### config.mk
export PLATFORM = sky130hd
export DESIGN_NAME = srp_bram_scan_ctrl
export DESIGN_NICKNAME = d
export VERILOG_FILES = /design/src/rtl/srp_sync_pkg.sv /design/src/rtl/srp_peak_tracker.sv /design/src/rtl/srp_bram_scan_ctrl.sv
export SDC_FILE = /design/constraint.sdc
export NUM_CORES = 1
export LEC_CHECK = 0
export ABC_AREA = 1
export BUFFER_PORTS_ARGS = -buffer_cell sky130_fd_sc_hd__buf_2
export CAP_MARGIN = 25
export CORE_MARGIN = 2
export CORE_UTILIZATION = 50
export DETAILED_ROUTE_END_ITERATION = 12
export GPL_ROUTABILITY_DRIVEN = 0
export PLACE_DENSITY = 0.74
export SLEW_MARGIN = 20
export SYNTH_ARGS = -nofsm -noshare
export SYNTH_HDL_FRONTEND = slang
export SYNTH_HIERARCHICAL = 1
export SYNTH_SLANG_ARGS = --single-unit
### constraint.sdc
create_clock -name clk -period 5.3 [get_ports clk]
set_input_delay 0 -clock clk [delete_from_list [all_inputs] [get_ports clk]]
set_output_delay 0 -clock clk [all_outputs]
set_load 0.02 [all_outputs]
### src/rtl/srp_sync_pkg.sv
// Shared types and sizing for the Shapiro-Rudin/Park time synchronizer P-metric path.
package srp_sync_pkg;

   localparam int SRP_DEPTH  = 2096;
   localparam int SRP_ADDR_W = 12;
   localparam int SRP_DATA_W = 32;

   typedef enum logic [2:0] {
      ST_IDLE  = 3'd0,
      ST_FILL  = 3'd1,
      ST_SCAN  = 3'd2,
      ST_FLUSH = 3'd3,
      ST_DONE  = 3'd4
   } srp_state_e;

endpackage

### src/rtl/srp_peak_tracker.sv
// Running signed maximum over a stream of tagged words; the first word after clr loads unconditionally.
module srp_peak_tracker
   import srp_sync_pkg::*;
#(
   parameter int ADDR_W = SRP_ADDR_W,
   parameter int DATA_W = SRP_DATA_W
) (
   input  logic                     clk,
   input  logic                     rst_n,
   input  logic                     clr,
   input  logic                     vld,
   input  logic [ADDR_W-1:0]        idx,
   input  logic signed [DATA_W-1:0] data,
   output logic signed [DATA_W-1:0] max_val,
   output logic [ADDR_W-1:0]        max_idx
);

   logic                     first_q;
   logic signed [DATA_W-1:0] max_val_q;
   logic [ADDR_W-1:0]        max_idx_q;

   // Strict greater-than: on equal values the earlier (lower) index is kept.
   always_ff @(posedge clk or negedge rst_n) begin
      if (!rst_n) begin
         first_q   <= 1'b1;
         max_val_q <= '0;
         max_idx_q <= '0;
      end else if (clr) begin
         first_q <= 1'b1;
      end else if (vld && (first_q || (data > max_val_q))) begin
         first_q   <= 1'b0;
         max_val_q <= data;
         max_idx_q <= idx;
      end
   end

   assign max_val = max_val_q;
   assign max_idx = max_idx_q;

endmodule

### src/rtl/srp_bram_scan_ctrl.sv
// Owns the single-port P-metric BRAM: captures one frame, scans it back and reports the peak
// sample, its address, and whether it exceeds the threshold latched at start.
//
//   state | meaning
//   IDLE  | waiting for start; BRAM idle, no samples accepted
//   FILL  | accepting samples, one BRAM write per handshake
//   SCAN  | one BRAM read per cycle, addresses 0..DEPTH-1
//   FLUSH | last read word returns and is folded into the tracker
//   DONE  | peak_valid pulse, result fields captured
module srp_bram_scan_ctrl
   import srp_sync_pkg::*;
#(
   parameter int DEPTH  = SRP_DEPTH,
   parameter int ADDR_W = SRP_ADDR_W,
   parameter int DATA_W = SRP_DATA_W
) (
   input  logic                     clk,
   input  logic                     rst_n,
   input  logic                     start,
   input  logic                     abort,
   input  logic                     s_valid,
   output logic                     s_ready,
   input  logic signed [DATA_W-1:0] s_data,
   input  logic signed [DATA_W-1:0] threshold,
   output logic                     bram_en,
   output logic                     bram_we,
   output logic [ADDR_W-1:0]        bram_addr,
   output logic [DATA_W-1:0]        bram_di,
   input  logic [DATA_W-1:0]        bram_dout,
   output logic                     busy,
   output logic                     peak_valid,
   output logic signed [DATA_W-1:0] peak_value,
   output logic [ADDR_W-1:0]        peak_index,
   output logic                     detected
);

   localparam logic [ADDR_W-1:0] LAST = ADDR_W'(DEPTH - 1);

   srp_state_e               state_q;
   logic [ADDR_W-1:0]        wr_ptr_q;
   logic [ADDR_W-1:0]        rd_ptr_q;
   logic [ADDR_W-1:0]        rd_idx_q;
   logic                     rd_vld_q;
   logic signed [DATA_W-1:0] thr_q;
   logic signed [DATA_W-1:0] peak_value_q;
   logic [ADDR_W-1:0]        peak_index_q;
   logic                     detected_q;

   logic                     fill_hs;
   logic                     in_done;
   logic signed [DATA_W-1:0] trk_max;
   logic [ADDR_W-1:0]        trk_idx;
   logic                     trk_det;

   assign fill_hs = (state_q == ST_FILL) && s_valid;
   assign in_done = (state_q == ST_DONE);
   assign trk_det = trk_max > thr_q;

   srp_peak_tracker #(
      .ADDR_W (ADDR_W),
      .DATA_W (DATA_W)
   ) u_tracker (
      .clk     (clk),
      .rst_n   (rst_n),
      .clr     (state_q == ST_IDLE),
      .vld     (rd_vld_q),
      .idx     (rd_idx_q),
      .data    (bram_dout),
      .max_val (trk_max),
      .max_idx (trk_idx)
   );

   always_ff @(posedge clk or negedge rst_n) begin
      if (!rst_n) begin
         state_q      <= ST_IDLE;
         wr_ptr_q     <= '0;
         rd_ptr_q     <= '0;
         rd_idx_q     <= '0;
         rd_vld_q     <= 1'b0;
         thr_q        <= '0;
         peak_value_q <= '0;
         peak_index_q <= '0;
         detected_q   <= 1'b0;
      end else begin
         rd_vld_q <= 1'b0;
         // DONE already showed the result on the outputs, so it is kept even if abort lands here.
         if (in_done) begin
            peak_value_q <= trk_max;
            peak_index_q <= trk_idx;
            detected_q   <= trk_det;
         end
         if (abort) begin
            state_q <= ST_IDLE;
         end else begin
            case (state_q)
               ST_IDLE: begin
                  if (start) begin
                     state_q  <= ST_FILL;
                     wr_ptr_q <= '0;
                     thr_q    <= threshold;
                  end
               end
               ST_FILL: begin
                  if (s_valid) begin
                     if (wr_ptr_q == LAST) begin
                        state_q  <= ST_SCAN;
                        rd_ptr_q <= '0;
                     end else begin
                        wr_ptr_q <= wr_ptr_q + ADDR_W'(1);
                     end
                  end
               end
               ST_SCAN: begin
                  rd_vld_q <= 1'b1;
                  rd_idx_q <= rd_ptr_q;
                  if (rd_ptr_q == LAST) state_q <= ST_FLUSH;
                  else                  rd_ptr_q <= rd_ptr_q + ADDR_W'(1);
               end
               ST_FLUSH: state_q <= ST_DONE;
               ST_DONE:  state_q <= ST_IDLE;
               default:  state_q <= ST_IDLE;
            endcase
         end
      end
   end

   assign s_ready    = (state_q == ST_FILL);
   assign bram_en    = fill_hs || (state_q == ST_SCAN);
   assign bram_we    = fill_hs;
   assign bram_addr  = (state_q == ST_SCAN) ? rd_ptr_q :
                       (state_q == ST_FILL) ? wr_ptr_q : '0;
   assign bram_di    = fill_hs ? s_data : '0;
   assign busy       = (state_q != ST_IDLE);
   assign peak_valid = in_done;
   assign peak_value = in_done ? trk_max : peak_value_q;
   assign peak_index = in_done ? trk_idx : peak_index_q;
   assign detected   = in_done ? trk_det : detected_q;

endmodule

# Word level (Yosys, flattened, before mapping)
# Index checks and enable logic that the tools add are counted.
classes:
  bitwise: 2
  eq_ne: 15
  div: 0
  n_shift: 0
  multipliers: 0
  n_lt_le_gt_ge: 2
  mux: 24
  reduce_logical: 15
  add_sub_neg: 2
op_table:
  columns: ["cell", "n"]
  rows:
  - ["$mux 12", 9]
  - ["$gt 32x32->1", 2]
  - ["$mux 32", 2]
  - ["$pmux 12 s2", 2]
  - ["$add 12x1->12 const B", 2]
  - ["$eq 12x12->1 const B", 2]
  - ["$mux 3", 5]
  - ["$pmux 3 s4", 1]
  - ["$reduce_and 5->1", 2]
  - ["$ne 3x3->1 const B", 3]
  - ["$ne 2x2->1 const B", 4]
  - ["$eq 3x2->1 const B", 2]
  - ["$reduce_bool 2->1", 3]
  - ["$mux 1", 5]
  - ["$reduce_and 2->1", 2]
  - ["$reduce_and 4->1", 1]
  - ["$eq 3x1->1 const B", 1]
  - ["$eq 3x3->1 const B", 1]
  - ["$logic_not 3->1", 1]
  - ["$ne 3x2->1 const B", 1]
  - ["$reduce_and 3->1", 1]
  - ["$reduce_bool 3->1", 1]
  - ["$logic_and 1x1->1", 2]
  - ["$logic_or 1x1->1", 2]
  - ["other kinds (2)", 3]
word_totals:
  latch_bits: 0
  rom_bits: 0
  wordCells: 72
  ff_bits: 162
  mem_bits_rw: 0
  memories: 0

# Longest topological paths before layout
# Gate-level depths: netlist of run 1.
depth:
  depth_word: 5
  ltp_mapped: 20
  ltp_nobuf: 19

# By module
# Netlist of run 1, hierarchy kept.
modules_own_cells:
  columns: ["module", "instances", "cells_each", "seq_area_each_um2", "area_each_um2"]
  rows:
  - ["srp_bram_scan_ctrl", 1, 792, 2927.8, 6193.4]
  - ["srp_peak_tracker", 1, 336, 1127.3, 2670.1]

# Worst setup path before layout of run 1
# No wires, ideal clock.
synth_timing:
  kind: "register to register"
  startpoint: "register u_tracker.max_val_q[31] (netlist: u_tracker/max_val[31])"
  endpoint: "register u_tracker.max_val_q[30] (netlist: u_tracker/max_val[30])"
  setup_slack_ps: 3343
  path_stages_with_launch: 15
  arrival_time_ps: 1840
  n_path_buf: 1
  t_required_ps: 5183
  setup_time_ps: 117
  cell_sequence: "dfrtp_1 inv_1 ha_1 nand2_1 nor2_2 nand2_1 nor4_2 nand2_1 nand3_1 nand3_2 nand2_4 nand2_4 buf_6 nand2_1 nand2_1"
synth_between:
  elab_chain_cells: 4
synth_rtl:
  columns: ["element", "line_no", "source"]
  rows:
  - ["start, declared", "srp_peak_tracker.sv:19", "logic signed [DATA_W-1:0] max_val_q;"]
  - ["start signal, assigned", "srp_peak_tracker.sv:32", "max_val_q <= data;"]
  - ["$gt 32x32->1", "srp_peak_tracker.sv:30", "end else if (vld && (first_q || (data > max_val_q))) begin"]
  - ["$logic_or 1x1->1", "srp_peak_tracker.sv:30", null]
  - ["$logic_and 1x1->1", "srp_peak_tracker.sv:30", null]
  - ["$reduce_and 2->1 (no line)", null, null]
# No other way between the ends.
# A chain may end at the register's enable or synchronous reset.

# Worst setup path in the final report of run 1
layout_timing:
  startpoint: "register u_tracker.max_val_q[31] (netlist: u_tracker/max_val[31])"
  endpoint: "register u_tracker.max_idx_q[10] (netlist: u_tracker/max_idx[10])"
layout_between:
  elab_chain_cells: 4
layout_rtl:
  columns: ["element", "line_no", "source"]
  rows:
  - ["$gt 32x32->1", "srp_peak_tracker.sv:30", null]
  - ["$logic_or 1x1->1", "srp_peak_tracker.sv:30", null]
  - ["$logic_and 1x1->1", "srp_peak_tracker.sv:30", null]
  - ["$reduce_and 2->1 (no line)", null, null]
  - ["end signal, assigned", "srp_peak_tracker.sv:33", "max_idx_q <= idx;"]
  - ["end, declared", "srp_peak_tracker.sv:20", "logic [ADDR_W-1:0] max_idx_q;"]
# No other way between the ends.

==> results of run 1 <==
per-layer routing:
layer	GRT usage (%)	wire [µm]
met2	44.17	11490
met1	30.54	9746
met4	8.362	518
met5	0	0
met3	5.185	1401
placed cells by master (no fill, tap or decap), types with 12 or more instances in the layout:
master,netlist,layout
a21oi_1,70,70
buf_2,4,193
clkbuf_16,0,17
dfrtp_1,161,161
dlygate4sd3_1,0,67
ha_1,66,66
inv_1,137,137
nand2_1,344,344
nand3_1,62,60
nor2_1,119,118
nor3_1,13,13
o21ai_0,12,12
o21ai_1,13,13
xor2_1,17,17
area by class of cell:
class                   instances  share of cell area, %
clock buffers                  18                  3.805
clock inverters                14                  1.453
inverters                     148                  4.948
multi-input cells             780                  36.13
flip-flops and latches        162                  35.96
well taps                     225                  2.496
repair buffers                267                  15.21
registers in the layout (all words and copies together), names as in the netlist:
register and cells:
u_tracker/max_val 32, thr_q 32, state_q 3, u_tracker/first_q 1, u_tracker/max_idx 12, peak_index_q 12
detected_q 1, rd_vld_q 1, peak_value_q 32, rd_ptr_q 12, rd_idx_q 12, wr_ptr_q 12
power by group:
group          leakage, nW  internal, mW  switching, mW
clock network        0.286         0.738          0.510
registers             2.08          1.68          0.250
logic                 3.90         0.716           1.30
through the flow:
stage	instance area (µm²)	hold WS, ps	worst slack [ps]
6_report	11280	48.25	2330
3_5_place_dp	10010	219.5	2315
4_1_cts	11280	42.56	2300
2_1_floorplan	8864	-295.6	3343
5_1_grt	11280	77.34	2048
3_3_place_gp	9977	224.8	2357
worst min path at each step:
stage	end	cells past startpoint	slack (ps)	from
after floorplan	detected_q$_DFF_PN0_	0	-300	rst_n
after global placement	peak_value_q[9]$_DFF_PN0_	1	220	rst_n
after detailed placement	peak_value_q[9]$_DFF_PN0_	1	220	rst_n
after CTS	state_q[0]$_DFFE_PN0P_	5	40	start
after global routing	state_q[0]$_DFFE_PN0P_	5	80	start
final	state_q[0]$_DFFE_PN0P_	5	50	start
cells in the mapped netlist, drive strengths merged:
cell type  number  area (µm²)
a21o            4       30.03
a21oi          70       350.3
and2            1       6.260
and3            1       6.260
buf            12       95.09
clkbuf         26       97.59
clkinv          2       7.510
dfrtp         161        4029
dfstp           1       26.28
ha             66       825.8
inv           146       550.5
mux2            1       11.26
nand2         350        1344
nand3          65       347.8
nand3b          1       7.510
nand4           8       50.05
nor2          123       471.7
nor3           14       81.33
nor4            7       50.05
o21a            4       30.03
o21ai          36       221.5
o22ai          10       62.56
or2             2       12.51
xor2           17       148.9
cell families (layout without fill, tap and decap cells):
logic type                 count (synthesis)  count (layout)  synth area share [%]
and+or+nand+nor                          572             572                 26.82
buffers and inverters                    186             447                 8.470
DFF                                      162             162                 45.75
AOI/OAI and AO/OA                        124             124                 7.835
adders and majority gates                 66              66                 9.317
xor gates and xnor gates                  17              17                 1.680
muxes                                      1               1                0.1270
critical path: stages, from the launching register on:
cell and delay, ps:
dfrtp_1 400, inv_1 60, ha_1 370, nand2_1 110, nor2_2 140, nand2_1 100
nor4_2 260, nand2_1 120, nand3_1 90, nand3_2 90, nand2_4 410, nand2_4 440
nand2_1 170, nand2_1 80
timing repair:
item | 4_1_cts | 5_1_grt
hold buffers | 67 | 0
hold endpoints to repair | 180 | 0
endpoints found under the setup margin | 0 | 0
==> run_results.csv, run 1 <==
group,metric,value,unit
run_status,status,"complete, no violations",
clocking,clock-sinks,162,
synthesis,ys_warn_count,6,
timing,fin_tns_setup,0,ps
timing,slew_headroom,38.57,%
worst_setup_path,ff2ff_setup_slack,2330,ps
worst_setup_path,cp-startpoint,"u_tracker/max_val[31]$_DFFE_PN0P_",
grt,grt_max_degree,114,
synthesis,avgSynthCellArea,7.858,µm²
clocking,clkTransAtPathRegs,60,ps
power,power.total,5.202,mW
synthesis,ys_types,37,
synthesis,synthCells,1128,
die,die_h,137.1,µm
clocking,insertion_delay,430,ps
die,dieWidth,137.1,µm
final_layout,seq_area,0.004055,mm²
timing,drv_slew,0,
worst_setup_path,critPathRequiredTime,5610,ps
timing,worstMarginPinSlew,921.4,ps
routing,wl_per_cell,14.35,µm
timing,fin_crit_sh,56.04,%
final_layout,instances_no_fill,1614,
worst_setup_path,worst_setup_path_start_kind,"flip-flop",
die,initial_core_util,51.24,%
flow_run,maxCapViolations,0,
routing,wl,23150,µm
clocking,post-cts-setup-buffers,0,
die,floorplan.die_area,0.01881,mm²
die,rows,48,
clocking,root_buffer,"clkbuf_16",
worst_setup_path,r2r_cells,13,
grt,grt_pass1_vias,7826,
die,io_pins,195,
worst_setup_path,cp.arrival,3280,ps
final_layout,num-fill-cells,1395,
routing,drc,0,
final_layout,area_delta_synth_final,27.24,%
placement,dp_hpwl,15480,µm
worst_setup_path,critPathMaxFanout,45,
worst_setup_path,cp-endpoint,"u_tracker/max_idx[10]$_DFFE_PN0P_",
placement,dpl.cell_count,1515,
timing,hold_viol_final,0,
final_layout,utilization,65.21,%
placement,port_buffers,194,
clocking,cts_tree,"done",
final_layout,multiInputGateArea,0.004075,mm²
synthesis,synth_fp_nets,1295,
worst_setup_path,cp-end-kind,"flip-flop",
die,core_area,0.01730,mm²
power,powerDensity,461.3,mW/mm²
routing,routed-via-count,8172,
timing,skew,10.28,ps
synthesis,synth_seq_cells,162,
final_layout,num_antenna_cells,0,
grt,globalRouteOverflowTotal,0,
timing,rsz0062_at_grt,"no",
clocking,cts.htree.levels,4,
worst_setup_path,r2r_start,"u_tracker/max_val[31]$_DFFE_PN0P_",
grt,grt_pass1_wl,36930,µm
routing,via_per_inst,5.063,
grt,antenna_found_initial,0,
routing,drtIter0Drc,529,
grt,grt_util_all_layers,25.08,%
final_layout,final_layout_size_suffix_gt1_share,19.65,%
min_path,hold_path_class,"in -> reg",
timing,setup_violations,0,
timing,post-route-min-period,2970,ps
power,ir_drop,0.0002660,V
clocking,cts_buffer_depth,2,
clocking,cts_made_buffers,17,
routing,drtAntennaViolNets,0,
worst_setup_path,r2r-end,"u_tracker/max_idx[10]$_DFFE_PN0P_",
routing,drt_first_pass_iters,5,
timing,fmax,336.7,MHz
synthesis,synth.cell_area,0.008864,mm²
power,leakage,6.268,nW
worst_setup_path,crit_type,"reg -> reg",
final_layout,layout.nets,1543,
clocking,cts_resized,0,
synthesis,synth.yosys.seq_area_share,45.75,%
No activity file was read; power rests on OpenSTA's default activity.
==> inputs of run 2 (changes only) <==
Settings changed: ABC_AREA 1 to 0, PLACE_DENSITY 0.74 to 0.75.
Clock period 5.3 ns to 3.1 ns, I/O delays scaled along.
==> run 2 against run 1 <==
Synthesized cell count is 22% lower; register-to-register slack worse by 2200 ps; critical path depth is 2 lower; non-clock buffer count up 9; sequential share of layout area rose by 0.24 points; total power up 4.0%; global-route usage shrank 0.27 points; combinational power decreased by 51%; sequential cell count is the same; maximum frequency is 0.31% higher; critical endpoint is now u_tracker/max_val[27]$_DFFE_PN0P_; highest routed layer unchanged.
==> run_results.csv, run 2 <==
group,metric,value,unit
run_status,status,"complete, no violations",
grt,globalRouteOverflowTotal,0,
grt,grt_util_all_layers,24.80,%
synthesis,avgSynthCellArea,9.927,µm²
power,leakage,5.962,nW
die,rows,48,
die,initial_core_util,50.63,%
power,powerDensity,482.9,mW/mm²
routing,drtAntennaViolNets,0,
die,floorplan.die_area,0.01846,mm²
clocking,root_buffer,"clkbuf_16",
timing,drv_slew,0,
final_layout,area_delta_synth_final,28.82,%
worst_setup_path,crit_type,"reg -> reg",
synthesis,synth_common_cells,"205 x nand2_1, 161 x dfrtp_1, 77 x inv_1",
final_layout,utilization,65.22,%
final_layout,num-fill-cells,1321,
worst_setup_path,slowest_stage,"nor4_1",
synthesis,synth_fp_nets,1043,
worst_setup_path,critPathRequiredTime,3410,ps
routing,dr_wl_met3,1048,µm
die,die_h,135.9,µm
routing,drt-met1-wl,10270,µm
die,io_pins,195,
synthesis,ys_async_sr_fraction,100.0,%
final_layout,layout_common_cells,"204 x nand2_1, 193 x buf_2, 161 x dfrtp_1",
clocking,cts_buffer_depth,2,
clocking,clkTransAtPathRegs,60,ps
grt,grt_max_degree,95,
timing,worstMarginPinSlew,856.4,ps
worst_setup_path,worst_setup_path_start_kind,"flip-flop",
clocking,cts_tree,"done",
routing,drtIter0Drc,374,
timing,slew_headroom,42.91,%
routing,wl,22610,µm
placement,preCtsSetupSlack,-17.88,ps
synthesis,yosys.area.top_type,"dfrtp_1",
synthesis,synth_edf_count,0,
worst_setup_path,cp-end-kind,"flip-flop",
min_path,hold_path_depth,4,
routing,wl_met2,10850,µm
synthesis,ys.flop_type,"dfrtp_1",
synthesis,synth_area_leaders,"dfrtp_1 46%, ha_1 9.5%, nand2_1 8.8%, mux2_4 6.9%, inv_1 3.3%",
timing,hold_viol_final,0,
synthesis,yosysTopAreaCellShare,46.33,%
power,ir_drop,0.0004258,V
final_layout,final_common_cell,"nand2_1",
worst_setup_path,critPathMaxStageDelay,480,ps
timing,post-route-min-period,2961,ps
worst_setup_path,critPathTopFamily,"simple AND/OR/NAND/NOR gates",
placement,dp_hpwl,15510,µm
die,core_area,0.01718,mm²
clocking,cts_resized,0,
timing,fmax,337.7,MHz
synthesis,synthCells,876,
grt,antenna_found_initial,0,
routing,routed-via-count,7284,
timing,fin_crit_sh,95.51,%
clocking,cts_made_buffers,17,
clocking,insertion_delay,430,ps
flow_run,maxCapViolations,0,
grt,grt_pass1_vias,7172,
synthesis,ys_types,61,
worst_setup_path,critPathMaxFanout,5,
synthesis,synth_seq_cells,162,
worst_setup_path,crit_buf_inv,3,
clocking,clock-sinks,162,
final_layout,layout.nets,1305,
timing,setup_violations,0,
timing,layout_setup_ws,139.1,ps
clocking,cts.htree.levels,4,
timing,rsz0062_at_grt,"no",
final_layout,final_layout_size_suffix_gt1_share,27.28,%
routing,via_per_inst,5.294,
worst_setup_path,cp.arrival,3270,ps
routing,drt_first_pass_iters,5,
grt,grt_pass1_wl,35790,µm
timing,skew,12.82,ps
routing,routed.top_layer,"met4",
placement,port_buffers,194,
die,dieWidth,135.9,µm
synthesis,ys_warn_count,6,
routing,drc,0,
synthesis,synth.cell_area,0.008696,mm²
synthesis,synth.yosys.seq_area_share,46.63,%
min_path,hold_path_class,"in -> reg",
synthesis,synth.most_common_cell,"nand2_1",
worst_setup_path,r2r_cells,11,
routing,wl_per_cell,16.43,µm
worst_setup_path,worstSetupPathDepth,11,
final_layout,num_antenna_cells,0,
worst_setup_path,cp_cell_sequence,"inv_1 -> ha_1 -> nand4_1 -> nor4_1 -> nand4_1 -> nor4_1 -> nor3_1 -> o311ai_4 -> buf_12 -> buf_4 -> mux2_2",
run 2: cell count changes in the layout (fill, tap and decap cells not counted), sizes merged, moves of 9 or more:
cell and delta:
and2 +32, o22ai -9, nand2 -145, o21ai +13, buf +11, nand3 -54, nor2 -107, a21oi -35
xor2 -16, nand4 +10, mux2 +58, inv -69
run 2: logic make-up after synthesis:
family / Yosys count / synth area share (%)
XOR/XNOR: 4 / 0.4030
buffers and inverters: 111 / 5.410
flip-flops: 162 / 46.63
AO/OA/AOI/OAI: 130 / 9.396
adder cells (fa/ha/maj): 66 / 9.496
multiplexers: 62 / 9.712
AND/OR/NAND/NOR: 341 / 18.95
run 2: routing by layer:
layer,vias to the layer above,track usage (%)
li1,3514,-
met1,3515,33.41
met2,219,40.54
met3,36,4.996
met4,0,7.755
met5,-,0
run 2: cell type report:
cell class,instances,area [µm²],area share [%]
multi-input combinational,603,4179,37.31
tap,225,281.5,2.513
clock buffer,20,466.7,4.166
inverter,78,292.8,2.614
clock inverter,12,106.4,0.9494
sequential,162,4055,36.20
timing repair buffer,276,1821,16.25
run 2: worst paths after layout:
check                                                  start                                end  slack [ps]
setup / recovery           u_tracker/max_val[31]$_DFFE_PN0P_  u_tracker/max_val[27]$_DFFE_PN0P_         140
hold / removal                                         start             state_q[0]$_DFFE_PN0P_          30
setup reg to reg           u_tracker/max_val[31]$_DFFE_PN0P_  u_tracker/max_val[27]$_DFFE_PN0P_         140
hold reg to reg                   peak_value_q[20]$_DFF_PN0_         peak_value_q[20]$_DFF_PN0_         470
max in group asynchronous                              rst_n      u_tracker/first_q$_DFFE_PN1P_        1950
min in group asynchronous                              rst_n          peak_value_q[7]$_DFF_PN0_         220
run 2: worst register-to-register path, cell delays in order, from the launching register on:
cell and delay [ps]:
dfrtp_1 410, inv_1 60, ha_1 290, nand4_1 130
nor4_1 480, nand4_1 280, nor4_1 320, nor3_1 110
o311ai_4 90, buf_12 170, buf_4 150, mux2_2 340
run 2: through the flow:
step	hold slack (ps)	total power [mW]	std cells	setup TNS, ps	cell area [µm²]
6_report	34.67	5.409	1376	0	11200
5_1_grt	30.56	5.676	1376	0	11200
4_1_cts	23.41	5.437	1376	0	11200
3_5_place_dp	145.3	3.327	1275	-65.72	9933
3_3_place_gp	147.7	3.294	1275	0	9933
2_1_floorplan	-295.6	2.986	876	0	8696
run 2: power breakdown:
part / total, mW / switching [mW] / internal, mW
registers: 2.38 / 0.109 / 2.27
logic: 0.994 / 0.545 / 0.449
clock network: 2.03 / 0.865 / 1.17
total: 5.41 / 1.52 / 3.89
run 2: what timing repair did:
action	in CTS	in global routing
buffers inserted	3	0
hold buffers	66	0
setup endpoints to repair	36	0
endpoints found under the hold margin	157	0
